==> config.mk <==
export PLATFORM = sky130hd
export DESIGN_NAME = regfile_access_ctrl
export DESIGN_NICKNAME = d
export VERILOG_FILES = /design/src/rtl/regfile_pkg.sv /design/src/rtl/regfile_wbuf.sv /design/src/rtl/regfile_access_ctrl.sv
export SDC_FILE = /design/constraint.sdc
export NUM_CORES = 1
export LEC_CHECK = 0
export ABC_AREA = 1
export ABC_CLOCK_PERIOD_IN_PS = 3960
export CAP_MARGIN = 20
export CORE_MARGIN = 8
export CORE_UTILIZATION = 55
export DETAILED_ROUTE_END_ITERATION = 10
export PLACE_DENSITY = 0.87
export REMOVE_ABC_BUFFERS = 1
export SLEW_MARGIN = 10
export SYNTH_ARGS = -nofsm -noshare
export SYNTH_HDL_FRONTEND = slang
export SYNTH_SLANG_ARGS = --single-unit
==> constraint.sdc <==
create_clock -name clock -period 3.96 [get_ports clock]
set_input_delay 0.792 -clock clock [delete_from_list [all_inputs] [get_ports clock]]
set_output_delay 0.792 -clock clock [all_outputs]
set_load 0.02 [all_outputs]
==> src/rtl/regfile_pkg.sv <==
// Shared widths and the write-buffer entry type for the regfile access controller.
package regfile_pkg;

  localparam int unsigned REG_W    = 32;
  localparam int unsigned ADDR_W   = 5;
  localparam int unsigned NUM_REGS = 32;

  typedef struct packed {
    logic [ADDR_W-1:0] addr;
    logic [REG_W-1:0]  data;
  } wb_entry_t;

endpackage

==> src/rtl/regfile_wbuf.sv <==
// Ordered write buffer with a two-port youngest-match lookup over all live entries.
module regfile_wbuf
  import regfile_pkg::*;
#(
  parameter int unsigned DEPTH = 4
) (
  input  logic                       clk_i,
  input  logic                       rst_i,
  input  logic                       push_i,
  input  wb_entry_t                  push_entry_i,
  input  logic                       pop_i,
  output wb_entry_t                  head_o,
  output logic                       empty_o,
  output logic                       full_o,
  output logic [$clog2(DEPTH):0]     count_o,
  input  logic [ADDR_W-1:0]          look_a_addr_i,
  input  logic [ADDR_W-1:0]          look_b_addr_i,
  output logic                       hit_a_o,
  output logic [REG_W-1:0]           data_a_o,
  output logic                       hit_b_o,
  output logic [REG_W-1:0]           data_b_o
);

  localparam int unsigned PTR_W = $clog2(DEPTH);
  localparam int unsigned CNT_W = PTR_W + 1;

  wb_entry_t        mem_q [DEPTH];
  logic [PTR_W-1:0] rd_ptr_q, wr_ptr_q;
  logic [CNT_W-1:0] count_q;
  logic [PTR_W-1:0] idx;

  assign empty_o = (count_q == '0);
  assign full_o  = (count_q == CNT_W'(DEPTH));
  assign count_o = count_q;
  assign head_o  = mem_q[rd_ptr_q];

  always_ff @(posedge clk_i) begin
    if (rst_i) begin
      rd_ptr_q <= '0;
      wr_ptr_q <= '0;
      count_q  <= '0;
    end else begin
      if (push_i) wr_ptr_q <= wr_ptr_q + 1'b1;
      if (pop_i)  rd_ptr_q <= rd_ptr_q + 1'b1;
      count_q <= count_q + CNT_W'(push_i) - CNT_W'(pop_i);
    end
  end

  always_ff @(posedge clk_i) begin
    if (push_i) mem_q[wr_ptr_q] <= push_entry_i;
  end

  // Scan oldest to youngest so the last live match wins; the head counts even while popping.
  always_comb begin
    hit_a_o  = 1'b0;
    data_a_o = '0;
    hit_b_o  = 1'b0;
    data_b_o = '0;
    idx      = '0;
    for (int unsigned i = 0; i < DEPTH; i++) begin
      idx = rd_ptr_q + PTR_W'(i);
      if (CNT_W'(i) < count_q) begin
        if (mem_q[idx].addr == look_a_addr_i) begin
          hit_a_o  = 1'b1;
          data_a_o = mem_q[idx].data;
        end
        if (mem_q[idx].addr == look_b_addr_i) begin
          hit_b_o  = 1'b1;
          data_b_o = mem_q[idx].data;
        end
      end
    end
  end

endmodule

==> src/rtl/regfile_access_ctrl.sv <==
// Regfile initiator: buffered writeback drain plus a 2-stage forwarding operand-read pipeline.
module regfile_access_ctrl
  import regfile_pkg::*;
#(
  parameter int unsigned DEPTH   = 4,
  parameter bit          R0_ZERO = 1'b1
) (
  input  logic                     clock,
  input  logic                     ctrl_reset,
  input  logic                     wb_valid,
  output logic                     wb_ready,
  input  logic [ADDR_W-1:0]        wb_reg,
  input  logic [REG_W-1:0]         wb_data,
  input  logic                     drain_en,
  input  logic                     rd_valid,
  output logic                     rd_ready,
  input  logic [ADDR_W-1:0]        rd_regA,
  input  logic [ADDR_W-1:0]        rd_regB,
  output logic                     op_valid,
  input  logic                     op_ready,
  output logic [REG_W-1:0]         op_a,
  output logic [REG_W-1:0]         op_b,
  output logic                     ctrl_writeEnable,
  output logic [ADDR_W-1:0]        ctrl_writeReg,
  output logic [REG_W-1:0]         data_writeReg,
  output logic [ADDR_W-1:0]        ctrl_readRegA,
  output logic [ADDR_W-1:0]        ctrl_readRegB,
  input  logic [REG_W-1:0]         data_readRegA,
  input  logic [REG_W-1:0]         data_readRegB,
  output logic [$clog2(DEPTH):0]   buf_count
);

  wb_entry_t         head, push_entry;
  logic              buf_empty, buf_full;
  logic              hit_a, hit_b;
  logic [REG_W-1:0]  hdata_a, hdata_b;
  logic              wb_accept, push, rd_accept, advance;

  logic              s1_valid_q, s1_valid_d;
  logic [ADDR_W-1:0] ra_q, ra_d, rb_q, rb_d;
  logic              op_valid_q, op_valid_d;
  logic [REG_W-1:0]  op_a_q, op_a_d, op_b_q, op_b_d;

  assign ctrl_writeEnable = !ctrl_reset && !buf_empty && drain_en;
  assign ctrl_writeReg    = head.addr;
  assign data_writeReg    = head.data;

  assign wb_ready   = !ctrl_reset && (!buf_full || ctrl_writeEnable);
  assign wb_accept  = wb_valid && wb_ready;
  assign push       = wb_accept && !(R0_ZERO && (wb_reg == '0));
  assign push_entry = '{addr: wb_reg, data: wb_data};

  assign advance   = s1_valid_q && (!op_valid_q || op_ready);
  assign rd_ready  = !ctrl_reset && (!s1_valid_q || advance);
  assign rd_accept = rd_valid && rd_ready;

  regfile_wbuf #(.DEPTH(DEPTH)) u_wbuf (
    .clk_i         (clock),
    .rst_i         (ctrl_reset),
    .push_i        (push),
    .push_entry_i  (push_entry),
    .pop_i         (ctrl_writeEnable),
    .head_o        (head),
    .empty_o       (buf_empty),
    .full_o        (buf_full),
    .count_o       (buf_count),
    .look_a_addr_i (ra_q),
    .look_b_addr_i (rb_q),
    .hit_a_o       (hit_a),
    .data_a_o      (hdata_a),
    .hit_b_o       (hit_b),
    .data_b_o      (hdata_b)
  );

  function automatic logic [REG_W-1:0] pick(
    input logic [ADDR_W-1:0] addr,
    input logic              wb_hit,
    input logic              buf_hit,
    input logic [REG_W-1:0]  buf_data,
    input logic [REG_W-1:0]  rf_data
  );
    if (R0_ZERO && (addr == '0)) return '0;
    if (wb_hit)                  return wb_data;
    if (buf_hit)                 return buf_data;
    return rf_data;
  endfunction

  always_comb begin
    s1_valid_d = s1_valid_q;
    ra_d       = ra_q;
    rb_d       = rb_q;
    op_valid_d = op_valid_q;
    op_a_d     = op_a_q;
    op_b_d     = op_b_q;
    if (rd_accept) begin
      s1_valid_d = 1'b1;
      ra_d       = rd_regA;
      rb_d       = rd_regB;
    end else if (advance) begin
      s1_valid_d = 1'b0;
    end
    if (advance) begin
      op_valid_d = 1'b1;
      op_a_d     = pick(ra_q, wb_accept && (wb_reg == ra_q), hit_a, hdata_a, data_readRegA);
      op_b_d     = pick(rb_q, wb_accept && (wb_reg == rb_q), hit_b, hdata_b, data_readRegB);
    end else if (op_ready) begin
      op_valid_d = 1'b0;
    end
  end

  always_ff @(posedge clock) begin
    if (ctrl_reset) begin
      s1_valid_q <= 1'b0;
      ra_q       <= '0;
      rb_q       <= '0;
      op_valid_q <= 1'b0;
      op_a_q     <= '0;
      op_b_q     <= '0;
    end else begin
      s1_valid_q <= s1_valid_d;
      ra_q       <= ra_d;
      rb_q       <= rb_d;
      op_valid_q <= op_valid_d;
      op_a_q     <= op_a_d;
      op_b_q     <= op_b_d;
    end
  end

  assign ctrl_readRegA = ra_q;
  assign ctrl_readRegB = rb_q;
  assign op_valid      = op_valid_q;
  assign op_a          = op_a_q;
  assign op_b          = op_b_q;

endmodule
**Word level (Yosys, flattened, before mapping)**

Memories as Yosys holds them, arrays and structs flattened. A register that Yosys moved wholly into a read port is not among the register bits.
Cells that the tools add are included.

- Magnitude comparators: 4
- Muxes and demuxes: 70
- Add/sub/neg operators: 6
- Reduce and logical (&&, ||, !) cells: 25
- Eq/ne operators: 11

Operators with widths:

| kind | number |
|---|---|
| $mux 32 | 28 |
| $eq 5x5->1 | 10 |
| $mux 1 | 40 |
| $logic_not 5->1 | 3 |
| $logic_and 1x1->1 | 10 |
| $logic_not 1->1 | 6 |
| $lt 1x3->1 const A | 2 |
| $lt 2x3->1 const A | 2 |
| $add 2x1->2 const B | 2 |
| $add 2x2->2 const B | 2 |
| $mux 2 | 2 |
| $reduce_bool 2->1 | 2 |
| $add 3x1->3 | 1 |
| $eq 3x3->1 const B | 1 |
| $logic_not 3->1 | 1 |
| $logic_or 1x1->1 | 3 |
| $sub 3x1->3 | 1 |

- Flip-flop bits (word level): 83
- Logic and storage cells: 126
- Memories kept: 1
- Bits of input ports: 117
- Output and inout port bits: 118
- RAM bits: 148

Memories:

| name | words | width | read ports | clocked after Yosys merged registers in | wr ports | RTL line | source |
|---|---|---|---|---|---|---|---|
| u_wbuf.mem_q | 4 | 37 | 4 | 1 | 1 | regfile_wbuf.sv:27 | `wb_entry_t mem_q [DEPTH];` |

**Depth between registers and ports, before layout**

- Depth after elaboration: 17
- Mapped depth: 21
- Gate-level depth less buffers: 18

**Cells and area by module**

Synthesis repeated with hierarchy kept, for this count alone.

- Cells, all modules: 2,414
- Area total of the unflattened synthesis: 16,470.8 µm²

Modules (own cells, without submodules):

| module | area an instance (µm²) | cells an instance | instances | seq. area each (µm²) |
|---|---|---|---|---|
| regfile_wbuf | 11,895.2 | 1,782 | 1 | 4,624.4 |
| regfile_access_ctrl | 4,575.6 | 632 | 1 | 1,521.5 |

**Worst setup path before layout**

Ideal clock, no wire load.

- Path kind: input port to flip-flop
- From: input ctrl_reset
- To: memory u_wbuf.mem_q[0][0] (netlist bit), enable pin
- Data arrival time: 3.433 ns
- Library setup time: 0.431 ns
- Data required time: 3.529 ns
- Cell stages on the path: 6
- Buffers on the path: 1
- Setup slack: 0.096 ns
- Cells stage by stage: clkbuf_1 -> a31oi_1 -> nand2_1 -> nor2_1 -> inv_1 -> nor2_1

- Cells in the longest elaborated chain, start to end: 9

Ends and longest elaborated chain:

| item | RTL line | source |
|---|---|---|
| from (decl) | regfile_access_ctrl.sv:9 | `input logic ctrl_reset,` |
| $logic_not 1->1 * | regfile_access_ctrl.sv:44, regfile_access_ctrl.sv:48 |  |
| $logic_and 1x1->1 (2 in a row) | regfile_access_ctrl.sv:44 | `assign ctrl_writeEnable = !ctrl_reset && !buf_empty && drain_en;` |
| $logic_or 1x1->1 | regfile_access_ctrl.sv:48 | `assign wb_ready = !ctrl_reset && (!buf_full \|\| ctrl_writeEnable);` |
| $logic_and 1x1->1 * | regfile_access_ctrl.sv:48 |  |
| net wb_ready | regfile_access_ctrl.sv:11 | `output logic wb_ready,` |
| $logic_and 1x1->1 * | regfile_access_ctrl.sv:49 | `assign wb_accept = wb_valid && wb_ready;` |
| $logic_and 1x1->1 * | regfile_access_ctrl.sv:50 | `assign push = wb_accept && !(R0_ZERO && (wb_reg == '0));` |
| net push | regfile_access_ctrl.sv:37 | `logic wb_accept, push, rd_accept, advance;` |
| $mux 1 * | regfile_wbuf.sv:50 | `if (push_i) mem_q[wr_ptr_q] <= push_entry_i;` |
| $mux 1 (not written as such) * | regfile_wbuf.sv:50 |  |
| to (decl) | regfile_wbuf.sv:27 |  |

Mark *: on every way through the listed nets, which the timed path passes. The rest lies on a longest branch.

==> results.ini <==
[status]
status=finished clean

[global_route]
grt-ovfl-total=0
antenna_found_initial=1
grt_usage=0.315
grt_start_max_net_pins=86
grt_pass1_wl_mm=92.6
grt_pass1_vias=18200

[clock_tree]
cts-root-buf=clkbuf_16
post_cts_buffers=0
cts_sinks=233
clock_latency_ns=0.54
clkTransAtPathRegs_ns=0.06
cts_tree=built
hold_buffers=0
htree_levels=1
ctsResizeCount=0
clockBufferDepth=3
cts_buffers=26

[critical_path]
slowest_delay_ns=0.73
cpMostUsedCell=o21ai_0
worst_setup_path_end_kind=primary output
critPathBufInv=3
required_ns=3.17
crit_slowest_cell=clkdlybuf4s50_1
worstPathArrival_ns=2.98
worstSetupStartpointType=flip-flop
critPathKind=reg -> out
cp_top_family=buffers and inverters
crit_chain=clkinv_2 -> buf_4 -> a21oi_1 -> o21ai_0 -> o21ai_0 -> clkdlybuf4s50_1
worstPathMaxFanout=41

[place]
hpwlAfterDp_mm=37.7
place_ws_ns=0.721
place_congestion=0.944
port_buffers=234

[sta]
tightest_slew_ns=0.837
max_slew_margin=0.442
skew_ns=0.00875
final.setup.tns_ns=0
fmax_ghz=0.265
hold_violations=0
fin_crit_ns=3.78
hold_ws_ns=0.464
layout_setup_ws_ns=0.185
period_share=0.953
final-max-slew-violation-count=0
finalSetupViolations=0
rsz0062_at_grt=no

[yosys]
syn_avg_cell_area_um2=6.23
syn_area_um2=16700
ys_warn_count=0
syn_inst=2680
synth.area.top_cells=edfxtp_1 (27%), nand2_1 (20%), dfxtp_1 (10%)
synth-async-reset-ratio=0
synth.distinct_cells=33
synth_edf_count=148
ys.flop_type=edfxtp_1
yosys.area.top_type=edfxtp_1
synth_seq_cells=233
netlist.area_leader.share=0.266
ys_seq_area_frac=0.368

[routing]
drc=0
wl_per_cell_um=18.5
drt-pass1-iter-count=11
wl_mm=59.7
vias=18900
ant_nets=0
drtIter0Drc=2689
vias_per_cell=5.83

[pwr]
powerDensity_nw_per_um2=540
p_int_uw=5880
ir_worst_vdd_mv=0.378
total_power_uw=10900
power.leakage_uw=0.00940
switchingPower_uw=5040
p_comb_frac=0.511
sw_frac_of_total=0.461
p_clk_frac=0.227
seqPwrFrac=0.262

[finish]
final_layout_size_suffix_gt1_frac=0.0455
syn2layout_area_growth_pct=21.2
fill_cells=2488
fin_nets=2941

[floorplan]
dieArea_um2=36200
fp.coreArea_um2=30300
die_h_um=190
initial_utilization=0.552
fp-row-count=64
die_x_um=190
io_pins=235

[job]
maxCapViolations=0

[hold_path]
hp-class=reg -> reg

==> cell usage after synthesis, types with 10 or more instances <==
| cell type | instances |
|---|---|
| a21oi_1 | 115 |
| a221oi_1 | 31 |
| buf_2 | 38 |
| clkbuf_1 | 117 |
| dfxtp_1 | 85 |
| edfxtp_1 | 148 |
| inv_1 | 308 |
| nand2_1 | 894 |
| nand3_1 | 151 |
| nand4_1 | 36 |
| nor2_1 | 381 |
| o21ai_0 | 262 |
| o22ai_1 | 33 |
| o31ai_1 | 10 |
==> layout make-up <==
class,instances,area [µm²],area share
multi-input combinational,1961,8740,0.432
sequential,233,6150,0.304
timing repair buffer,280,2780,0.138
inverter,313,1180,0.0581
clock buffer,31,733,0.0362
tap,396,495,0.0245
clock inverter,17,153,0.00754
antenna,2,5.00,0.000247
==> stage by stage <==
stage               instance area, µm²  instances   util
finish                           20200       3233  0.669
global route                     20200       3232  0.668
CTS                              20200       3231  0.668
detailed placement               19300       3183  0.639
global placement                 19300       3183  0.639
floorplan                        16000       2507      -
==> sequential cells by signal, summed over array words and instances, names as in the netlist, named ones only <==
signal           flops
u_wbuf.mem_q       148
op_a                32
op_b                32
ctrl_readRegA        5
ctrl_readRegB        5
u_wbuf.count_o       3
u_wbuf.rd_ptr_q      2
u_wbuf.wr_ptr_q      2
op_valid             1
s1_valid_q           1
==> power groups by stage <==
stage	clock network (µW)	logic, µW	registers (µW)
finish	2480	5580	2860
global route	2570	6080	2870
CTS	2480	5420	2850
detailed placement	0	5390	2910
global placement	0	5250	2900
floorplan	0	3190	3050
==> final timing paths <==
kind | from | endpoint | slack [ns] | cells past startpoint
max | flip-flop | data_writeReg[28] | 0.18 | 6
min | op_b[8]$_SDFFE_PP0P_ | op_b[8]$_SDFFE_PP0P_ | 0.46 | 2
max reg2reg | u_wbuf.rd_ptr_q[0]$_SDFFE_PP0P_ | op_b[12]$_SDFFE_PP0P_ | 0.63 | 17
min reg2reg | op_b[8]$_SDFFE_PP0P_ | op_b[8]$_SDFFE_PP0P_ | 0.46 | 2
==> per-layer routing <==
layer  share of wire  vias to the layer above  GRT usage  wire length, µm
li1                -                     8853          -                -
met1            0.36                     8338      0.378            21300
met2            0.46                     1357      0.515            27300
met3            0.13                      310     0.0713             7860
met4           0.054                        0      0.187             3220
met5               0                        -          0                0
==> layout by cell type (no fill, tap or decap), types with 6 or more instances in the layout <==
cell / netlist / routed
a21oi_1: 115 / 115
a221oi_1: 31 / 31
buf_12: 0 / 8
buf_4: 9 / 40
clkbuf_16: 0 / 29
clkdlybuf4s50_1: 0 / 232
dfxtp_1: 85 / 82
edfxtp_1: 148 / 148
ha_1: 8 / 8
inv_1: 308 / 307
nand2_1: 894 / 891
nand3_1: 151 / 150
nand4_1: 36 / 36
nor2_1: 381 / 372
nor2_4: 4 / 13
o21ai_0: 262 / 262
o22ai_1: 33 / 33
o31ai_1: 10 / 10
xnor2_1: 7 / 7
xor2_1: 6 / 6
==> worst reg2reg max path, cell delays in order (launching register included) <==
cell and delay (ns):
dfxtp_4 0.38, buf_4 0.44, nor2_1 0.25, nand2_1 0.10, nand2_1 0.05, nor2_1 0.15, nor2_1 0.06, nor2_1 0.15
nand3_2 0.26, inv_2 0.71, nor2_1 0.12, nand2_1 0.09, nand2_1 0.05, nand2_1 0.14, nand2_1 0.08, nand2_1 0.06
nand2_1 0.06, a21oi_1 0.11
==> cells by family after synthesis <==
group	after synthesis	synth area share
flops	233	0.368
simple gates	1478	0.354
fa+ha+maj	9	0.00719
compound gates	461	0.150
buf+inv	486	0.114
xor+xnor	13	0.00682
(Power assumes the default switching activity.)
